===== config.mk =====
export PLATFORM = sky130hd
export DESIGN_NAME = scene_sequencer
export DESIGN_NICKNAME = d
export VERILOG_FILES = /design/src/rtl/scene_sequencer.sv
export SDC_FILE = /design/constraint.sdc
export NUM_CORES = 1
export LEC_CHECK = 0
export ABC_AREA = 1
export BUFFER_PORTS_ARGS = -buffer_cell sky130_fd_sc_hd__buf_2
export CORE_AREA = 2 2 100 54
export CTS_BUF_LIST = sky130_fd_sc_hd__clkbuf_16
export CTS_CLUSTER_SIZE = 24
export DETAILED_ROUTE_END_ITERATION = 16
export DIE_AREA = 0 0 102 56
export GPL_TIMING_DRIVEN = 0
export MAX_ROUTING_LAYER = met4
export PLACE_DENSITY = 0.7
export SLEW_MARGIN = 30
export SYNTH_ARGS = -nofsm -noshare
export SYNTH_HDL_FRONTEND = slang
export SYNTH_SLANG_ARGS = --single-unit

===== constraint.sdc =====
create_clock -name clk -period 4.2 [get_ports clk]
set_clock_uncertainty 0.2 [all_clocks]
set_input_delay 1.26 -clock clk [delete_from_list [all_inputs] [get_ports clk]]
set_output_delay 1.26 -clock clk [all_outputs]
set_load 0.05 [all_outputs]

===== src/rtl/scene_sequencer.sv =====
// scene_sequencer: top-level scene controller IDLE -> MENU -> PLAY -> RESULT -> MENU ...
// Each active scene has a watchdog. When the watchdog expires, the sequencer
// parks in ERROR until the next start event.
//
// Optional feature: define SCENE_BUSY_CHECK_EN to require menu_busy_in to be
// seen high within the first 4 cycles of every MENU entry.
//
// Parameters:
//   TIMEOUT_CYCLES    per-scene watchdog limit in clk cycles (>= 2)
//   IDLE_CODE         state code driven while idle
// Ports:
//   clk               system clock, rising edge
//   rst               synchronous active-high reset
//   btn_start_in      debounced start button (level)
//   menu_busy_in      menu busy level (only used with SCENE_BUSY_CHECK_EN)
//   menu_finished_in  one-cycle done pulse from the menu scene
//   play_finished_in  one-cycle done pulse from the play scene
//   result_finished_in one-cycle done pulse from the result scene
//   state_out         registered scene code (also serves as the FSM debug view)
//   scene_start_out   one-cycle pulse in the first cycle of a new state_out value
//   timeout_out       high while in ERROR
//
// Handshake note: the *_finished_in inputs are single-cycle strobes with no
// ready/acknowledge. A strobe counts only when it is sampled in the state it
// belongs to; otherwise it is dropped.
module scene_sequencer #(
  parameter int unsigned TIMEOUT_CYCLES = 40000000,
  parameter logic [3:0]  IDLE_CODE      = 4'b1010
) (
  input  logic       clk,
  input  logic       rst,
  input  logic       btn_start_in,
  input  logic       menu_busy_in,
  input  logic       menu_finished_in,
  input  logic       play_finished_in,
  input  logic       result_finished_in,
  output logic [3:0] state_out,
  output logic       scene_start_out,
  output logic       timeout_out
);

  localparam logic [3:0]  MENU     = 4'b0000;
  localparam logic [3:0]  PLAY     = 4'b0001;
  localparam logic [3:0]  RESULT   = 4'b0010;
  localparam logic [3:0]  ERROR    = 4'b1111;
  localparam logic [31:0] WD_LIMIT = 32'(TIMEOUT_CYCLES - 1);

  logic [3:0]  state_q;
  logic [3:0]  next_state;
  logic        scene_start_q;
  logic        timeout_q;
  logic [31:0] watchdog;
  logic        btn_q;
  logic        start_ev;
  logic        in_scene;
  logic        wd_expired;
  logic        state_change;

  // btn_q resets to 1 so that a button held through reset does not create an edge.
  assign start_ev     = btn_start_in & ~btn_q;
  assign in_scene     = (state_q == MENU) || (state_q == PLAY) || (state_q == RESULT);
  assign wd_expired   = (watchdog == WD_LIMIT);
  assign state_change = (next_state != state_q);

`ifdef SCENE_BUSY_CHECK_EN
  logic busy_seen;
  logic busy_missed;
  // The watchdog doubles as the MENU age counter: it reads 0 in the entry
  // cycle, so age 3 is the last cycle of the 4-cycle window.
  assign busy_missed = (watchdog == 32'd3) && !busy_seen && !menu_busy_in;
`else
  logic unused_busy;
  assign unused_busy = menu_busy_in;
`endif

  // Within each active state the matching done pulse is checked first, so it
  // wins over a watchdog (or busy) expiry that happens in the same cycle.
  always_comb begin
    next_state = state_q;
    case (state_q)
      MENU: begin
        if (menu_finished_in)  next_state = PLAY;
        else if (wd_expired)   next_state = ERROR;
`ifdef SCENE_BUSY_CHECK_EN
        else if (busy_missed)  next_state = ERROR;
`endif
      end
      PLAY: begin
        if (play_finished_in)  next_state = RESULT;
        else if (wd_expired)   next_state = ERROR;
      end
      RESULT: begin
        if (result_finished_in) next_state = MENU;
        else if (wd_expired)    next_state = ERROR;
      end
      ERROR: begin
        if (start_ev)          next_state = IDLE_CODE;
      end
      default: begin
        // IDLE, and any unexpected code, which is treated as idle.
        if (start_ev)          next_state = MENU;
      end
    endcase
  end

  always_ff @(posedge clk) begin
    if (rst) begin
      state_q       <= IDLE_CODE;
      scene_start_q <= 1'b0;
      timeout_q     <= 1'b0;
      watchdog      <= 32'd0;
      btn_q         <= 1'b1;
    end else begin
      btn_q         <= btn_start_in;
      state_q       <= next_state;
      scene_start_q <= state_change;
      timeout_q     <= (next_state == ERROR);
      if (state_change)  watchdog <= 32'd0;
      else if (in_scene) watchdog <= watchdog + 32'd1;
      else               watchdog <= 32'd0;
    end
  end

`ifdef SCENE_BUSY_CHECK_EN
  always_ff @(posedge clk) begin
    if (rst)                                     busy_seen <= 1'b0;
    else if (state_change)                       busy_seen <= 1'b0;
    else if ((state_q == MENU) && menu_busy_in)  busy_seen <= 1'b1;
  end
`endif

  assign state_out       = state_q;
  assign scene_start_out = scene_start_q;
  assign timeout_out     = timeout_q;

endmodule


# --- After elaboration in Yosys (flattened, before gate mapping) ---
# Index checks and enable logic that the tools add are counted.
word_totals:
  word_cells: 26
  out_inout_bits: 6
  input_bits: 7
  register_bits: 39
op_classes:
  n_mux: 7
  n_bitwise: 3
  reduce_logical: 4
  n_eq_ne: 6
  n_addsub: 1
op_table:
  columns: ["op", "count"]
  rows:
  - ["adder 32 x 1 -> 32 bit (second input constant)", 1]
  - ["== test 32 x 26 -> 1 bit (second input constant)", 1]
  - ["2-to-1 mux 4 bit", 6]
  - ["one-hot mux 4 bit (4 select lines)", 1]
  - ["== test 4 bit (second input constant)", 2]
  - ["== test 4 x 1 -> 1 bit (second input constant)", 1]
  - ["== test 4 x 2 -> 1 bit (second input constant)", 1]
  - ["logical NOT 4 bit", 1]
  - ["!= test 4 bit", 1]
  - ["OR reduction 3 bit", 1]
  - ["logical OR 1 bit", 2]
  - ["NOT 1 bit", 2]
  - ["bitwise AND 1 bit", 1]

# --- Logic depth before layout (Yosys ltp) ---
# Gate-level depths: netlist of the first run.
depth:
  word_depth: 6
  mapped_depth: 16
  ltp_nobuf: 15

# --- Least setup slack after synthesis of the first run ---
# Ideal clock, no wire load.
synth_path:
  path_kind: "input to register"
  start: "input port result_finished_in"
  end: "register watchdog[4]"
  slack_ps: 1508
  required_time_ps: 3876
  setup_time_ps: 124
  t_arrival_ps: 2369
  cell_stages: 12
  n_path_buf: 1
  path_cell_list: "nor2_1 nand3_2 nand2_1 nor2_2 inv_1 nand2_1 nand2_1 nand2_1 xor2_2 nand3_4 buf_12 nor2_4"
synth_between:
  elab_chain_len: 4
synth_rtl:
  columns: ["element", "line", "rtl"]
  rows:
  - ["start: declaration", "36", "input logic result_finished_in,"]
  - ["2-to-1 mux 4 bit", "93", "if (result_finished_in) next_state = MENU;"]
  - ["one-hot mux 4 bit (4 select lines)", "80", "case (state_q)"]
  - ["!= test 4 bit", "63", "assign state_change = (next_state != state_q);"]
  - ["OR reduction 3 bit (no line)", null, null]
  - ["end signal: assignment", "119", "else if (in_scene) watchdog <= watchdog + 32'd1;"]
  - ["end: declaration", "52", "logic [31:0] watchdog;"]
# No other way between the ends.
# A chain may end at the register's enable or synchronous reset.

# --- Worst setup path after layout of the first run ---
layout_path:
  start: "input port menu_finished_in"
  end: "register watchdog[21]"
layout_between:
  elab_chain_len: 4
layout_rtl:
  columns: ["element", "line", "rtl"]
  rows:
  - ["start: declaration", "34", "input logic menu_finished_in,"]
  - ["2-to-1 mux 4 bit", "82", "if (menu_finished_in) next_state = PLAY;"]
  - ["one-hot mux 4 bit (4 select lines)", "80", null]
  - ["!= test 4 bit", "63", null]
  - ["OR reduction 3 bit (no line)", null, null]
# No other way between the ends.

==> results of run 1 <==
[area by class of cell]
| cell class | count | area (µm²) | share of cell area |
|---|---|---|---|
| Clock buffer | 5 | 125 | 0.0447 |
| Timing Repair Buffer | 11 | 55.1 | 0.0197 |
| Sequential cell | 39 | 781 | 0.279 |
| Multi-Input combinational cell | 226 | 1440 | 0.514 |
| Inverter | 63 | 236 | 0.0844 |
| Buffer | 3 | 60.1 | 0.0214 |
| Tap cell | 70 | 87.6 | 0.0313 |
| Clock inverter | 3 | 16.3 | 0.00581 |
[per-layer routing]
metal / part of all wire / wire length (µm) / global-route usage
met1: 0.57 / 2910 / 0.331
met2: 0.35 / 1790 / 0.227
met3: 0.071 / 366 / 0.0590
met4: 0.011 / 56 / 0.0590
met5: 0 / 0 / -
[cell families after synthesis]
kind of cell             Yosys count  share of synthesized area
AO/OA/AOI/OAI                     12                     0.0258
XOR/XNOR                          29                      0.104
adder cells (fa/ha/maj)            1                    0.00497
buffers and inverters             66                      0.118
flip-flops                        39                      0.310
AND/OR/NAND/NOR                  184                      0.437
[synth_stat cells, drive strengths merged]
cell,count,area [µm²]
nand2,72,310
nor2,72,541
inv,61,229
dfxtp,39,781
xor2,26,235
nand3,17,108
nor3,12,70.1
o21ai,7,35.0
nand4,5,31.3
a21oi,3,15.0
buf,3,60.1
nor4,3,18.8
xnor2,3,26.3
clkinv,2,7.51
a211oi,1,7.51
ha,1,12.5
nand3b,1,7.51
nor4b,1,8.76
o211ai,1,7.51
or2,1,6.26
[power by group]
group          switching (mW)  leakage (nW)  internal [mW]  total (mW)
Clock                   0.150        0.0710          0.217       0.366
Sequential            0.00754         0.315          0.377       0.385
Combinational          0.0923         0.632         0.0380       0.130
[stage by stage]
stage	instance area [µm²]	utilization
2_1_floorplan	2520	-
3_3_place_gp	2660	0.557
3_5_place_dp	2660	0.557
4_1_cts	2800	0.587
5_1_grt	2800	0.587
6_report	2800	0.587
[state kept, by name, indices dropped and copies added, names as in the netlist]
name,count
btn_q,1
scene_start_out,1
state_out,4
timeout_out,1
watchdog,32
[worst min-delay path by stage]
stage,startpoint,end,slack (ns),cells after the start
after floorplan,watchdog[0],watchdog[0],0.25,1
after global placement,watchdog[0],watchdog[0],0.26,1
after detailed placement,watchdog[0],watchdog[0],0.26,1
after CTS,watchdog[0],watchdog[0],0.28,1
after global routing,watchdog[0],watchdog[0],0.29,1
final,watchdog[0],watchdog[0],0.28,1
==> run_results.csv, run 1 <==
group,metric,value,unit
flow_run,cap_violations,0,
drt,first_pass_iters,4,
clock_network,cts_sinks,39,
clock_network,cts_root_buf,"clkbuf_16",
final_layout,syn2layout_area_growth,11.3,%
worst_setup_path,worstPathRequired,4.23,ns
logic_synthesis,ys_ff_latch,39,
timing,fin_setup_tns,0,ns
floorplanning,initial_utilization,0.527,
global_routing,grt-ovfl-total,0,
drt,drc_errors,0,
drt,wl_per_cell,12.2,µm
clock_network,ctsLongestPathBuffers,2,
worst_setup_path,crit_path_end,"watchdog[21]",
worst_setup_path,crit_family,"simple AND/OR/NAND/NOR gates",
worst_setup_path,ff2ff_setup_slack,1.75,ns
power,p_leak,1.02,nW
final_layout,nFillCells,453,
place,gp_congestion,0.938,
final_layout,final_common_cell,"nand2_1",
drt,routed_wl,5130,µm
timing,setup_viol,0,
worst_setup_path,path_max_fanout,10,
drt,vias,2015,
global_routing,grt_max_degree,13,
global_routing,grt_pass1_wl,8680,µm
logic_synthesis,yosysSeqAreaShare,0.310,
final_layout,stdcell_count,420,
outcome,outcome,"complete, no violations",
logic_synthesis,ys_warn_count,0,
clock_network,cts_setup_buffers,0,
power,peakVddDrop,0.170,mV
floorplanning,dieArea,5710,µm²
clock_network,cts_max_level,2,
worst_setup_path,cp-startpoint,"menu_finished_in",
clock_network,path_clk_slew,0.06,ns
worst_setup_path,slowest_delay,0.21,ns
timing,finalHoldViolations,0,
timing,hold-worst-slack,0.280,ns
floorplanning,fp.dieH,56,µm
power,fin_total_pwr,0.881,mW
timing,setup_ws,1.51,ns
floorplanning,die-width,102,µm
timing,slew_headroom,0.648,
worst_setup_path,worstPathArrival,2.71,ns
final_layout,nets,357,
logic_synthesis,syn_avg_cell_area,7.61,µm²
clock_network,cts_resized,0,
clock_network,tritoncts,"done",
timing,worst_pin_slew,0.523,ns
logic_synthesis,syn_inst,331,
logic_synthesis,synth_nets,339,
timing,final.min_clock_period,2.69,ns
worst_setup_path,worst-path-stages,13,
global_routing,grt.total_usage,0.204,
worst_setup_path,r2r-start,"watchdog[0]",
clock_network,hold_buffers,0,
global_routing,antenna_found_initial,0,
power,cellPowerDensity,315,nW/µm²
drt,drt-initial-drc-count,189,
clock_network,numCtsBuffers,5,
worst_setup_path,worstRegToRegCells,11,
place,io_buffer_count,11,
worst_setup_path,cpMaxStageDelayCell,"xor2_2",
worst_hold_path,hold_path_class,"reg -> reg",
floorplanning,rows,18,
timing,fmaxAchievable,372,MHz
place,dpl.cell_count,412,
worst_setup_path,critPathCaptureType,"flip-flop",
timing,maxSlewViolCount,0,
place,dp_slack,1.23,ns
global_routing,grt_pass1_vias,1778,
timing,rsz0062_at_grt,"false",
final_layout,final_cell_mix,"nand2_1, inv_1, dfxtp_1",
clock_network,clkLatencyLatePin,0.28,ns
worst_setup_path,r2r_end,"watchdog[24]",
worst_setup_path,cp_common_cell,"nand2_1",
drt,vias_per_cell,4.80,
final_layout,diodes,0,
drt,ant_nets,0,
logic_synthesis,synth.distinct_cells,30,
logic_synthesis,synth_area,2520,µm²
final_layout,drive_gt1_frac,0.257,
timing,period_share,0.640,
floorplanning,io_pins,13,
place,dp_hpwl,4080,µm
floorplanning,core_area,4770,µm²
worst_setup_path,worstSetupPathType,"in -> reg",
worst_setup_path,path_buf_inv,4,
worst_setup_path,start_kind,"primary input",
worst_setup_path,worstPathCellList,"buf_2 -> inv_1 -> nand4_1 -> nand2_1 -> nor2_2 -> inv_1 -> nand2_1 -> nand2_1 -> nand2_1 -> xor2_2 -> nand3_4 -> buf_12 -> nor2_4",
(Power assumes the default switching activity.)
==> inputs of run 2 (changes only) <==
PLACE_DENSITY = 0.73   (was 0.7)
clock period = 2.35 ns   (was 4.2 ns; I/O delays follow)
==> run_results.csv, run 2 (synthesized netlist as in run 1, its figures left out) <==
group,metric,value,unit
final_layout,largest_register_ffs,32,
clock_network,numCtsBuffers,5,
timing,maxSlewViolCount,0,
timing,setup_ws,0.0502,ns
timing,rsz0062_at_grt,"true",
drt,drc_errors,0,
flow_run,cap_violations,0,
clock_network,ctsLongestPathBuffers,2,
timing,slew_headroom,0.737,
drt,wl_per_cell,12.6,µm
floorplanning,fp.dieH,56,µm
worst_setup_path,worstRegToRegCells,16,
timing,worst_pin_slew,0.390,ns
worst_setup_path,critPathCaptureType,"flip-flop",
power,p_leak,1.12,nW
drt,wl_met3,379,µm
clock_network,cts_sinks,39,
worst_setup_path,path_max_fanout,8,
drt,wl_met2,1980,µm
worst_setup_path,cp_common_cell,"nand2_2",
worst_setup_path,cpMaxStageDelayCell,"dfxtp_2",
timing,final.min_clock_period,2.30,ns
final_layout,top_register,"watchdog",
worst_setup_path,r2r_end,"watchdog[23]",
floorplanning,dieArea,5710,µm²
clock_network,tritoncts,"done",
final_layout,stdcell_count,430,
drt,wl_met1,3020,µm
timing,period_share,0.979,
timing,finalHoldViolations,0,
global_routing,grt_pass1_vias,1662,
place,dpl.cell_count,412,
place,gp_congestion,0.927,
global_routing,grt_max_degree,13,
floorplanning,initial_utilization,0.527,
worst_setup_path,worst-path-stages,16,
worst_setup_path,cp-startpoint,"watchdog[1]",
place,dp_slack,-0.0272,ns
final_layout,syn2layout_area_growth,19.0,%
worst_setup_path,r2r-start,"watchdog[1]",
clock_network,cts_root_buf,"clkbuf_16",
global_routing,grt_pass1_wl,8540,µm
place,dp_hpwl,4020,µm
final_layout,drive_gt1_frac,0.319,
timing,fin_setup_tns,0,ns
drt,routed_wl,5420,µm
worst_setup_path,crit_family,"simple AND/OR/NAND/NOR gates",
drt,first_pass_iters,5,
timing,setup_viol,0,
timing,hold-worst-slack,0.339,ns
clock_network,clkLatencyLatePin,0.28,ns
drt,vias,2012,
drt,vias_per_cell,4.68,
timing,fmaxAchievable,435,MHz
drt,ant_nets,0,
worst_setup_path,path_buf_inv,1,
final_layout,final_cell_mix,"nand2_1, inv_1, nor2_4, dfxtp_1, nor2_1",
floorplanning,io_pins,13,
drt,drt-initial-drc-count,136,
worst_setup_path,ff2ff_setup_slack,0.05,ns
worst_setup_path,start_kind,"flip-flop",
global_routing,grt.total_usage,0.200,
global_routing,grt-ovfl-total,0,
global_routing,antenna_found_initial,0,
worst_setup_path,worstPathRequired,2.38,ns
worst_setup_path,worstPathArrival,2.33,ns
floorplanning,die-width,102,µm
worst_setup_path,crit_path_end,"watchdog[23]",
worst_setup_path,worstSetupPathType,"reg -> reg",
final_layout,nFillCells,444,
power,peakVddDrop,0.303,mV
clock_network,cts_max_level,2,
worst_hold_path,hold_path_class,"reg -> reg",
clock_network,path_clk_slew,0.06,ns
drt,top_layer_used,"met4",
outcome,outcome,"complete, no violations",
final_layout,diodes,0,
power,cellPowerDensity,541,nW/µm²
worst_setup_path,worstPathCellList,"ha_4 -> nand2_4 -> nor2_4 -> nand2_4 -> nor2_4 -> nand2_4 -> nand2_4 -> nand2_2 -> nand2_2 -> nand2_2 -> nand2_2 -> nand2_2 -> nor2_4 -> nand3_4 -> clkbuf_16 -> nor2_4",
floorplanning,rows,18,
final_layout,final_common_cell,"nand2_1",
place,io_buffer_count,11,
floorplanning,core_area,4770,µm²
worst_setup_path,slowest_delay,0.35,ns
final_layout,nets,367,
## run 2: cell count changes in the layout (fill, tap and decap cells not counted), sizes merged
cell / change
buf: +7
clkbuf: +3
## run 2: power by group
group          internal, mW  leakage [nW]  switching (mW)
Combinational         0.103         0.728           0.176
Sequential            0.675         0.316          0.0152
Clock                 0.387        0.0710           0.266
Total                  1.16          1.12           0.457
## run 2: timing repair
action / in CTS / in global routing
buffers inserted: 1 / 6
resized for setup: 2 / 18
gates cloned: 0 / 3
endpoints found under the setup margin: 30 / 31
pin swaps: 1 / 10
hold buffers: 0 / 0
## run 2: cell type report
cell class                      count  area [µm²]  share of cell area
Clock inverter                      3        16.3             0.00543
Buffer                              3        60.1              0.0200
Sequential cell                    39         787               0.263
Clock buffer                        5         125              0.0418
Multi-Input combinational cell    226        1500               0.501
Timing Repair Buffer               21         183              0.0610
Inverter                           63         236              0.0789
Tap cell                           70        87.6              0.0292
## run 2: per-stage QoR
step	power, mW	util	instance area, µm²
6_report	1.62	0.628	3000
5_1_grt	1.70	0.628	3000
4_1_cts	1.58	0.589	2810
3_5_place_dp	0.931	0.557	2660
3_3_place_gp	0.929	0.557	2660
2_1_floorplan	0.890	-	2520
## run 2: how the worst min path moves through the flow
stage                 from     endpoint  slack [ns]  depth (start not counted)
6_report       watchdog[0]  watchdog[0]        0.34                          2
5_1_grt        watchdog[0]  watchdog[0]        0.35                          2
4_1_cts        watchdog[0]  watchdog[0]        0.24                          1
3_5_place_dp   watchdog[0]  watchdog[0]        0.27                          1
3_3_place_gp   watchdog[0]  watchdog[0]        0.26                          1
2_1_floorplan  watchdog[0]  watchdog[0]        0.25                          1
## run 2: worst min-delay path, delay by kind of cell, from the launching register on
family | cells | cell delay, ns
buf+inv | 1 | 0.11
simple gates | 1 | 0.03
flops | 1 | 0.36
## run 2: per-layer routing
metal / up-vias / global-route usage
met5: - / -
met4: 0 / 0.0457
met3: 7 / 0.0503
met2: 57 / 0.221
met1: 891 / 0.337
li1: 1057 / -
